### src/rtl/kp_scanner.sv
// kp_scanner -- 4x4 keypad column drive / row sense front end.
//
// Strobes one keypad column low at a time and reads the four rows back
// through a two-flop synchronizer. A non-idle row pattern seen at the end of
// a column slot is captured and must hold for DEBOUNCE_CYCLES consecutive
// samples before it is accepted as a press. An all-high pattern must then
// hold for DEBOUNCE_CYCLES samples before it is accepted as a release. The
// downstream decoder receives the frozen column and the captured rows as an
// active-low {kpc, kpr} pair.
//
// Ports:
//   clk          system clock
//   reset        synchronous, active-high reset
//   kpr_in[3:0]  raw keypad rows, active-low, asynchronous to clk
//   kpc[3:0]     column drive, active-low, exactly one bit low
//   kpr[3:0]     debounced captured rows, active-low, 4'hF when idle
//   key_valid    high while a debounced key is held
//   key_press    one-cycle pulse on an accepted press
//   key_release  one-cycle pulse on an accepted release
module kp_scanner #(
  parameter int SCAN_DIV        = 8,
  parameter int DEBOUNCE_CYCLES = 16
) (
  input  logic       clk,
  input  logic       reset,
  input  logic [3:0] kpr_in,
  output logic [3:0] kpc,
  output logic [3:0] kpr,
  output logic       key_valid,
  output logic       key_press,
  output logic       key_release
);

  localparam int DIV_W = $clog2(SCAN_DIV);
  localparam int DB_W  = $clog2(DEBOUNCE_CYCLES);
  localparam logic [DIV_W-1:0] DIV_LAST = DIV_W'(SCAN_DIV - 1);
  localparam logic [DB_W-1:0]  DB_LAST  = DB_W'(DEBOUNCE_CYCLES - 1);
  localparam logic [3:0]       ROWS_IDLE = 4'hF;
  localparam logic [3:0]       COL_FIRST = 4'b0111;

  typedef enum logic [1:0] {
    ST_SCAN       = 2'd0,
    ST_DEBOUNCE   = 2'd1,
    ST_HELD       = 2'd2,
    ST_RELEASE_DB = 2'd3
  } state_t;

  // Column rotation. Any pattern that is not a legal one-hot-low column
  // restarts at column 0 so the drive can never stay stuck on an illegal value.
  function automatic logic [3:0] next_col(input logic [3:0] col);
    logic [3:0] nxt;
    case (col)
      4'b0111: nxt = 4'b1011;
      4'b1011: nxt = 4'b1101;
      4'b1101: nxt = 4'b1110;
      4'b1110: nxt = 4'b0111;
      default: nxt = COL_FIRST;
    endcase
    return nxt;
  endfunction

  state_t           r_state, w_state_nxt;
  logic [3:0]       r_sync1, r_rs;
  logic [DIV_W-1:0] r_div_cnt, w_div_nxt;
  logic [DB_W-1:0]  r_db_cnt, w_db_nxt;
  logic [3:0]       r_cap, w_cap_nxt;
  logic [3:0]       r_kpc, w_kpc_nxt;
  logic [3:0]       r_kpr, w_kpr_nxt;
  logic             r_valid, w_valid_nxt;
  logic             r_press, w_press_nxt;
  logic             r_release, w_release_nxt;

  // Synchronizer resets to the idle (all-high) pattern so a key still held
  // through reset is only seen again once the scan reaches its column.
  always_ff @(posedge clk) begin
    if (reset) begin
      r_sync1 <= ROWS_IDLE;
      r_rs    <= ROWS_IDLE;
    end else begin
      r_sync1 <= kpr_in;
      r_rs    <= r_sync1;
    end
  end

  always_ff @(posedge clk) begin
    if (reset) begin
      r_state   <= ST_SCAN;
      r_div_cnt <= '0;
      r_db_cnt  <= '0;
      r_cap     <= ROWS_IDLE;
      r_kpc     <= COL_FIRST;
      r_kpr     <= ROWS_IDLE;
      r_valid   <= 1'b0;
      r_press   <= 1'b0;
      r_release <= 1'b0;
    end else begin
      r_state   <= w_state_nxt;
      r_div_cnt <= w_div_nxt;
      r_db_cnt  <= w_db_nxt;
      r_cap     <= w_cap_nxt;
      r_kpc     <= w_kpc_nxt;
      r_kpr     <= w_kpr_nxt;
      r_valid   <= w_valid_nxt;
      r_press   <= w_press_nxt;
      r_release <= w_release_nxt;
    end
  end

  always_comb begin
    w_state_nxt   = r_state;
    w_div_nxt     = r_div_cnt;
    w_db_nxt      = r_db_cnt;
    w_cap_nxt     = r_cap;
    w_kpc_nxt     = r_kpc;
    w_kpr_nxt     = r_kpr;
    w_valid_nxt   = r_valid;
    w_press_nxt   = 1'b0;
    w_release_nxt = 1'b0;

    case (r_state)
      ST_SCAN: begin
        // Rows are only trusted at the end of a column slot, after the
        // synchronizer and the keypad lines have settled on the new column.
        if (r_div_cnt == DIV_LAST) begin
          w_div_nxt = '0;
          if (r_rs == ROWS_IDLE) begin
            w_kpc_nxt = next_col(r_kpc);
          end else begin
            w_cap_nxt   = r_rs;
            w_db_nxt    = '0;
            w_state_nxt = ST_DEBOUNCE;
          end
        end else begin
          w_div_nxt = r_div_cnt + DIV_W'(1);
        end
      end

      ST_DEBOUNCE: begin
        if (r_rs == r_cap) begin
          if (r_db_cnt == DB_LAST) begin
            w_state_nxt = ST_HELD;
            w_db_nxt    = '0;
            w_kpr_nxt   = r_cap;
            w_valid_nxt = 1'b1;
            w_press_nxt = 1'b1;
          end else begin
            w_db_nxt = r_db_cnt + DB_W'(1);
          end
        end else begin
          // Bounce or a different pattern: give up on this column quietly.
          w_state_nxt = ST_SCAN;
          w_kpc_nxt   = next_col(r_kpc);
          w_div_nxt   = '0;
          w_db_nxt    = '0;
        end
      end

      ST_HELD: begin
        // Only a full release matters; extra keys or pattern changes while
        // held leave the captured pattern in place.
        if (r_rs == ROWS_IDLE) begin
          w_state_nxt = ST_RELEASE_DB;
          w_db_nxt    = '0;
        end
      end

      ST_RELEASE_DB: begin
        if (r_rs == ROWS_IDLE) begin
          if (r_db_cnt == DB_LAST) begin
            w_state_nxt   = ST_SCAN;
            w_db_nxt      = '0;
            w_div_nxt     = '0;
            w_kpc_nxt     = next_col(r_kpc);
            w_kpr_nxt     = ROWS_IDLE;
            w_valid_nxt   = 1'b0;
            w_release_nxt = 1'b1;
          end else begin
            w_db_nxt = r_db_cnt + DB_W'(1);
          end
        end else begin
          w_state_nxt = ST_HELD;
          w_db_nxt    = '0;
        end
      end

      default: begin
        w_state_nxt = ST_SCAN;
        w_div_nxt   = '0;
        w_db_nxt    = '0;
        w_kpc_nxt   = COL_FIRST;
        w_kpr_nxt   = ROWS_IDLE;
        w_valid_nxt = 1'b0;
      end
    endcase
  end

  assign kpc         = r_kpc;
  assign kpr         = r_kpr;
  assign key_valid   = r_valid;
  assign key_press   = r_press;
  assign key_release = r_release;

endmodule

### config.mk
export PLATFORM = sky130hd
export DESIGN_NAME = kp_scanner
export DESIGN_NICKNAME = d
export VERILOG_FILES = /design/src/rtl/kp_scanner.sv
export SDC_FILE = /design/constraint.sdc
export NUM_CORES = 1
export LEC_CHECK = 0
export ABC_AREA = 1
export ABC_CLOCK_PERIOD_IN_PS = 2900
export BUFFER_PORTS_ARGS = -buffer_cell sky130_fd_sc_hd__buf_4
export CAP_MARGIN = 20
export CORE_UTILIZATION = 48
export CTS_CLUSTER_DIAMETER = 100
export DETAILED_ROUTE_END_ITERATION = 8
export PLACE_DENSITY = 0.66
export SLEW_MARGIN = 20
export SYNTH_ARGS = -nofsm -noshare
export SYNTH_HDL_FRONTEND = slang
export SYNTH_SLANG_ARGS = --single-unit
### constraint.sdc
create_clock -name clk -period 2.9 [get_ports clk]
set_input_delay 0 -clock clk [delete_from_list [all_inputs] [get_ports clk]]
set_output_delay 0 -clock clk [all_outputs]
set_load 0.05 [all_outputs]
==> reports/metrics.cfg, run 1 <==
[outcome]
violations = DRC
status = finished with violations

[worst_setup_path]
ff2ff_path_depth = 8
crit_path_max_incr_delay_ns = 0.38
cp_slowest_cell = dfxtp_1
r2r-start = r_db_cnt[0]
cp.required_ns = 3.14
cp-end-kind = register
path_common_cell = nand2_1
cp.arrival_ns = 1.74
rr_endpoint = kpc[3]
path_cells = ha_1 -> nand2_1 -> nor2_2 -> nand2_1 -> nand2_1 -> nand4_4 -> nor3_1 -> nor2_1
path_buf_inv = 0
path_class = reg2reg
worstSetupStartpoint = r_db_cnt[0]
startpoint_type = register
critPathTopFamily = simple AND/OR/NAND/NOR gates
cp_max_fo = 6
reg2reg_setup_slack_ns = 1.39

[synth]
postSynthCellCount = 198
yosys_warnings = 0
seq_area_frac_synth = 0.436
yosysTopAreaCellShare = 0.436
syn_area_um2 = 1470
synth_nets = 207
synth.area.top_cells = dfxtp_1 44%, nand2_1 12%, inv_1 7.7%
synth_commonest_cells = 48 x nand2_1, 32 x dfxtp_1, 30 x inv_1
synth_area_per_cell_um2 = 7.43
post-synth-top-count-cell = nand2_1
synth_edf_count = 0
yosys.cell_types.count = 26
synth_flop_cell = dfxtp_1
ys_ff_latch = 32
async_flop_share = 0
synth_top_area_cell = dfxtp_1

[global_route]
use_met1 = 0.201
grt_max_degree = 18
grt_usage = 0.183
grt_pass1_wl_um = 4460
first_global_vias = 1123
busiest_layer = met2
antenna_found_initial = 0
grt_overflow = 0
grt_use_met3 = 0.0680
grtUsageMet2 = 0.302

[sta]
rsz0062_at_grt = false
worst_clock_skew_ns = 0.00858
setup_tns_ns = 0
final-setup-viol-count = 0
max_slew_margin = 0.637
finalCriticalPeriod_ns = 1.51
clock.fmax_mhz = 664
worstMarginPinSlew_ns = 0.544
holdWs_ns = 0.418
slew_violations = 0
finalCritPeriodShare = 0.519
hold_viol_final = 0

[drt]
drc = 6
wirelength_um = 2580
drtPass1Iterations = 6
wl_per_cell_um = 9.96
ant_nets = 0
drtIter0Drc = 56
post_drt_via_cell_ratio = 4.90
num_vias = 1268

[power_and_ir_drop]
power_density_nw_per_um2 = 486
leakagePower_nw = 0.912
irDropWorstVdd_mv = 0.323

[clock_network]
max-clock-path-buffers = 2
clk_latency_ns = 0.34
cts_setup_buffers = 0
cts_tree = done
clk_pin_slew_ns = 0.10
cts_root_buffer = clkbuf_4
clkSinkCount = 32
htree_levels = 2
cts_buffers = 5

[floorplanning]
die-area_um2 = 3290
io_pins = 17
num_rows = 19
core_region_area_um2 = 2830
initial_core_util = 0.520
die_x_um = 57.3
die_h_um = 57.3

[worst_hold_path]
holdPathEnd = r_rs[3]
holdCritPathClass = reg2reg
min-delay-start = r_sync1[3]
whs_path_depth = 1

[final_layout]
fin_nets = 236
syn2layout_area_growth_pct = 21.4
drive_gt1_frac = 0.246
finalInstanceArea_um2 = 1780
antenna_cells = 0
post-route-util = 0.631
fillers = 270

[placed_design]
gp_congestion = 0.913
place_hpwl_um = 1850
dpl_cell_area_um2 = 1610
port-buffer-count = 16

[flow_run]
max-cap-violations = 0

==> per-layer routing <==
layer	share of wire	up-vias
li1	-	676
met1	0.47	562
met2	0.47	24
met3	0.044	6
met4	0.022	0
met5	0	-
==> layout by cell type, fill, tap and decap left out <==
| master | instances |
|---|---|
| nand2_1 | 48 |
| dfxtp_1 | 32 |
| inv_1 | 30 |
| nor2_1 | 16 |
| buf_4 | 16 |
| dlygate4sd3_1 | 9 |
| a21oi_1 | 8 |
| or2_2 | 8 |
| nand3_1 | 7 |
| nand2_2 | 6 |
| inv_2 | 5 |
| o21ai_1 | 5 |
| clkbuf_4 | 5 |
| nor2_2 | 4 |
| o211ai_1 | 4 |
| o21ai_0 | 3 |
| nand4_1 | 3 |
| nor3_1 | 3 |
| ha_1 | 3 |
| nor2_4 | 2 |
| a21oi_2 | 2 |
| nand3_4 | 1 |
| o21ai_2 | 1 |
| nand4_4 | 1 |
| and3_1 | 1 |
| nand3_2 | 1 |
| nor3_2 | 1 |
| clkinvlp_4 | 1 |
| bufinv_16 | 1 |
| clkinv_2 | 1 |
==> cell families (layout without fill, tap and decap cells) <==
group,Yosys count,count (layout),share of synthesized area
fa+ha+maj,3,3,0.0255
simple gates,102,102,0.346
buf+inv,38,68,0.0996
flops,32,32,0.436
compound gates,23,23,0.0928
==> what timing repair did <==
action | CTS | global route
gates resized for setup | 0 | 0
hold endpoints to repair | 10 | 0
hold buffers | 9 | 0
setup endpoints to repair | 0 | 0
==> flip-flops by register name, summed over array words and instances (netlist names), 2 cells and up <==
signal	flops
r_rs	4
r_div_cnt	3
r_state	2
kpc	4
r_sync1	4
r_db_cnt	4
r_cap	4
kpr	4
==> how the worst max path moves through the flow <==
| stage | end | cells after the start |
|---|---|---|
| 2_1_floorplan | kpc[3] | 8 |
| 3_3_place_gp | kpc[3] | 8 |
| 3_5_place_dp | kpc[3] | 8 |
| 4_1_cts | kpc[3] | 8 |
| 5_1_grt | kpr[1] | 9 |
| 6_report | kpc[3] | 8 |
==> metrics by stage <==
stage / instances / total power, mW / worst slack (ns)
floorplan: 198 / 0.518 / 1.55
detailed placement: 242 / 0.535 / 1.40
CTS: 259 / 0.877 / 1.39
global route: 259 / 0.907 / 1.26
global placement: 242 / 0.533 / 1.46
finish: 259 / 0.867 / 1.39
==> cell type report <==
class | count | area, um2 | share of cell area
multi-input combinational | 128 | 683 | 0.383
clock buffer | 5 | 37.5 | 0.0210
inverter | 35 | 131 | 0.0736
timing repair buffer | 25 | 210 | 0.118
clock inverter | 3 | 42.5 | 0.0238
tap | 31 | 38.8 | 0.0217
sequential | 32 | 641 | 0.359
==> power by group <==
part | switching, mW | internal [mW] | leakage (nW)
sequential | 0.00806 | 0.451 | 0.261
clock | 0.154 | 0.180 | 0.0412
combinational | 0.0399 | 0.0338 | 0.610
total | 0.202 | 0.665 | 0.912
(Power assumes the default switching activity.)
==> run 2, diff against run 1 <==
--- a/config.mk
+++ b/config.mk
@@ -6,7 +6,7 @@
 export NUM_CORES = 1
 export LEC_CHECK = 0
 export ABC_AREA = 1
-export ABC_CLOCK_PERIOD_IN_PS = 2900
+export ABC_CLOCK_PERIOD_IN_PS = 1500
 export BUFFER_PORTS_ARGS = -buffer_cell sky130_fd_sc_hd__buf_4
 export CAP_MARGIN = 20
 export CORE_UTILIZATION = 48
==> constraint.sdc (replaced) <==
create_clock -name clk -period 1.5 [get_ports clk]
set_input_delay 0 -clock clk [delete_from_list [all_inputs] [get_ports clk]]
set_output_delay 0 -clock clk [all_outputs]
set_load 0.05 [all_outputs]
==> reports/metrics.cfg, run 2 (synthesis results as in run 1) <==
[outcome]
status = finished with violations
violations = DRC

[drt]
drc = 6
ant_nets = 0
drtPass1Iterations = 6
wirelength_um = 2690
num_vias = 1282
post_drt_via_cell_ratio = 4.87
wl_per_cell_um = 10.2
drtIter0Drc = 71

[sta]
hold_viol_final = 0
finalCritPeriodShare = 0.928
max_slew_margin = 0.744
setup_tns_ns = 0
clock.fmax_mhz = 718
worst_clock_skew_ns = 0.00927
finalCriticalPeriod_ns = 1.39
setup_slack_ns = 0.108
rsz0062_at_grt = false
worstMarginPinSlew_ns = 0.383
final-setup-viol-count = 0
slew_violations = 0

[final_layout]
drive_gt1_frac = 0.315
fillers = 237
syn2layout_area_growth_pct = 27.1
final_common_cell = nand2_1
antenna_cells = 0
layout_common_cells = 44 x nand2_1, 30 x inv_1, 27 x dfxtp_1
fin_nets = 240
finalInstanceArea_um2 = 1870

[worst_setup_path]
path_class = reg2reg
cp_max_fo = 6
cp.required_ns = 1.72
cp.arrival_ns = 1.62
cp-end-kind = register
startpoint_type = register

[global_route]
grt_use_met3 = 0.0476
grt_pass1_wl_um = 4510
grt_overflow = 0
use_met1 = 0.203
grtUsageMet2 = 0.301
first_global_vias = 1158
grt_max_degree = 17
grt_usage = 0.180
busiest_layer = met2
antenna_found_initial = 0

[clock_network]
clkSinkCount = 32
cts_root_buffer = clkbuf_4
max-clock-path-buffers = 2
cts_setup_buffers = 0
htree_levels = 2
clk_pin_slew_ns = 0.10
clk_latency_ns = 0.33
cts_buffers = 5
cts_tree = done

[worst_hold_path]
holdCritPathClass = reg2reg

[floorplanning]
num_rows = 19
die_h_um = 57.3
core_region_area_um2 = 2830
die-area_um2 = 3290
io_pins = 17
initial_core_util = 0.520
die_x_um = 57.3

[placed_design]
dpl_cell_area_um2 = 1640
gp_congestion = 0.823
place_hpwl_um = 1890
port-buffer-count = 16
dpl_worst_slack_ns = 0.0119

[power_and_ir_drop]
leakagePower_nw = 0.929
irDropWorstVdd_mv = 0.690
power_density_nw_per_um2 = 901

[flow_run]
max-cap-violations = 0

## run 2: cell types whose count changed in the layout (fill, tap and decap cells not counted), moves of 2 or more
cell     delta
dfxtp_1     -5
dfxtp_2     +5
buf_4       +4
nand2_1     -4
nand2_2     +4
ha_1        -3
ha_4        +2
## run 2: critical path: stages, from the launching register on
cell	delay, ns
dfxtp_1	0.36
ha_2	0.19
ha_4	0.15
inv_1	0.05
o21ai_2	0.17
nand4_4	0.16
nor3_2	0.15
nor2_1	0.06
## run 2: repair_timing
action                                  4_1_cts  5_1_grt
hold buffers                                  9        0
endpoints found under the setup margin        1       15
resized for setup                             1       15
pin swaps                                     0        3
hold endpoints to repair                     10        0
## run 2: area by class of cell
| cell class | count | area, um2 | area share |
|---|---|---|---|
| Multi-Input combinational cell | 128 | 731 | 0.391 |
| Clock inverter | 3 | 42.5 | 0.0228 |
| Sequential cell | 32 | 647 | 0.346 |
| Inverter | 35 | 131 | 0.0703 |
| Clock buffer | 5 | 37.5 | 0.0201 |
| Tap cell | 31 | 38.8 | 0.0208 |
| Timing Repair Buffer | 29 | 240 | 0.129 |
## run 2: metrics by stage
step           total power, mW  hold WS, ns  cells   util
2_1_floorplan             1.00        0.104    198      -
3_3_place_gp              1.03        0.184    246  0.581
3_5_place_dp              1.04        0.188    246  0.581
4_1_cts                   1.70        0.418    263  0.642
5_1_grt                   1.75        0.435    263  0.660
6_report                  1.68        0.418    263  0.660
## run 2: power breakdown
| part | internal [mW] | switching (mW) |
|---|---|---|
| Sequential | 0.874 | 0.0175 |
| Combinational | 0.0720 | 0.0814 |
| Clock | 0.347 | 0.292 |
| Total | 1.29 | 0.391 |
## run 2: routing by layer
layer,vias up,share of wire
li1,680,-
met1,562,0.45
met2,32,0.48
met3,8,0.047
met4,0,0.023
met5,-,0
## run 2: worst paths after layout
path	start	to	slack, ns	depth (start not counted)
max	r_div_cnt[1]	kpc[3]	0.11	7
min	r_sync1[2]	r_rs[2]	0.42	1
max reg2reg	r_div_cnt[1]	kpc[3]	0.11	7
min reg2reg	r_sync1[2]	r_rs[2]	0.42	1
==> run 3, diff against run 2 <==
--- a/config.mk
+++ b/config.mk
@@ -10,10 +10,11 @@
 export BUFFER_PORTS_ARGS = -buffer_cell sky130_fd_sc_hd__buf_4
 export CAP_MARGIN = 20
 export CORE_UTILIZATION = 48
+export CTS_BUF_LIST = sky130_fd_sc_hd__clkbuf_16
 export CTS_CLUSTER_DIAMETER = 100
 export DETAILED_ROUTE_END_ITERATION = 8
 export PLACE_DENSITY = 0.66
-export SLEW_MARGIN = 20
+export SLEW_MARGIN = 40
 export SYNTH_ARGS = -nofsm -noshare
 export SYNTH_HDL_FRONTEND = slang
 export SYNTH_SLANG_ARGS = --single-unit
==> reports/metrics.cfg, run 3 (synthesis results as in run 1) <==
[outcome]
status = finished with violations
violations = DRC

[power_and_ir_drop]
p_seq_frac = 0.413
clkPwrFrac = 0.519
p_sw_frac = 0.205
combPwrFrac = 0.068
p_int_mw = 1.72
power.switching_mw = 0.442
leakagePower_nw = 0.961
power_density_nw_per_um2 = 1120
irDropWorstVdd_mv = 0.660

[worst_setup_path]
path_cells = ha_2 -> ha_4 -> inv_1 -> o21ai_2 -> nand4_4 -> nor3_4 -> nor2_1
crit_path_max_incr_delay_ns = 0.34
rr_endpoint = kpc[3]
cp.arrival_ns = 1.57
startpoint_type = register
cp.required_ns = 1.66
cp_slowest_cell = dfxtp_2
r2r-start = r_div_cnt[0]
critPathTopFamily = simple AND/OR/NAND/NOR gates
cp_max_fo = 6
ff2ff_path_depth = 7
path_class = reg2reg
reg2reg_setup_slack_ns = 0.09
path_buf_inv = 1
cp-end-kind = register

[global_route]
antenna_found_initial = 0
first_global_vias = 1121
grt_usage = 0.179
grt_overflow = 0
grt_pass1_wl_um = 4440
grt_max_degree = 17

[final_layout]
antenna_cells = 0
syn2layout_area_growth_pct = 31.5
drive_gt1_frac = 0.316
final_common_cell = nand2_1
fin_nets = 236
layout_common_cells = 44 x nand2_1, 30 x inv_1, 28 x dfxtp_1
fillers = 221

[clock_network]
cts_root_buffer = clkbuf_16
clkSinkCount = 32
clk_pin_slew_ns = 0.05
htree_levels = 2
cts_buffers = 5
cts_tree = done
max-clock-path-buffers = 2
clk_latency_ns = 0.27

[sta]
slew_violations = 0
max_slew_margin = 0.749
holdWs_ns = 0.406
clock.fmax_mhz = 711
finalCriticalPeriod_ns = 1.41
finalCritPeriodShare = 0.937
setup_tns_ns = 0
worst_clock_skew_ns = 0.00399
hold_viol_final = 0
final-setup-viol-count = 0
worstMarginPinSlew_ns = 0.376

[flow_run]
max-cap-violations = 0

[floorplanning]
die_x_um = 57.3
initial_core_util = 0.520
io_pins = 17
die_h_um = 57.3
die-area_um2 = 3290
num_rows = 19
core_region_area_um2 = 2830

[drt]
drtIter0Drc = 45
wirelength_um = 2680
wl_per_cell_um = 10.3
post_drt_via_cell_ratio = 4.86
num_vias = 1260
drc = 6
ant_nets = 0
drtPass1Iterations = 6

[worst_hold_path]
min-delay-start = r_sync1[2]
holdPathEnd = r_rs[2]
whs_path_depth = 1
holdCritPathClass = reg2reg

[placed_design]
gp_congestion = 0.823
port-buffer-count = 16
place_hpwl_um = 1890

## run 3: final cells by class
type	instances	area, um2	share of cell area
Clock buffer	5	125	0.0647
Tap cell	31	38.8	0.0201
Inverter	35	131	0.0680
Multi-Input combinational cell	128	747	0.386
Sequential cell	32	648	0.335
Clock inverter	3	42.5	0.0220
Timing Repair Buffer	25	200	0.104
## run 3: what timing repair did
action | in CTS | in global routing
setup buffers | 0 | 0
resized for setup | 0 | 19
endpoints found under the hold margin | 5 | 0
setup endpoints to repair | 0 | 14
hold buffers | 5 | 0
## run 3: metrics by stage
step	instance area, um2	util	power (mW)	setup slack, ns	cells
floorplan	1470	-	1.00	0.151	198
global placement	1640	0.581	1.03	0.0780	246
detailed placement	1640	0.581	1.04	0.0119	246
CTS	1860	0.658	2.18	0.000495	259
global route	1930	0.683	2.23	-0.00714	259
finish	1930	0.683	2.16	0.0945	259
## run 3: routing by layer
| metal | global-route usage | wire, um | vias to the layer above |
|---|---|---|---|
| li1 | - | - | 671 |
| met3 | 0.0408 | 84 | 4 |
| met4 | 0.129 | 53 | 0 |
| met1 | 0.212 | 1280 | 558 |
| met5 | 0 | 0 | - |
| met2 | 0.286 | 1260 | 27 |
## run 3: worst max path at each step
stage | startpoint | endpoint | cells after the start
finish | r_div_cnt[0] | kpc[3] | 7
global route | r_db_cnt[0] | kpc[3] | 8
CTS | r_db_cnt[0] | kpc[3] | 8
detailed placement | r_db_cnt[0] | kpc[3] | 8
global placement | r_db_cnt[0] | kpc[3] | 8
floorplan | r_db_cnt[0] | kpc[3] | 8
## run 3: power groups by stage
stage               registers [mW]  clock network, mW  logic [mW]
floorplan                    0.913                  0      0.0888
global placement             0.907                  0       0.124
detailed placement           0.907                  0       0.130
CTS                          0.890               1.14       0.141
global route                 0.893               1.17       0.163
finish                       0.891               1.12       0.147
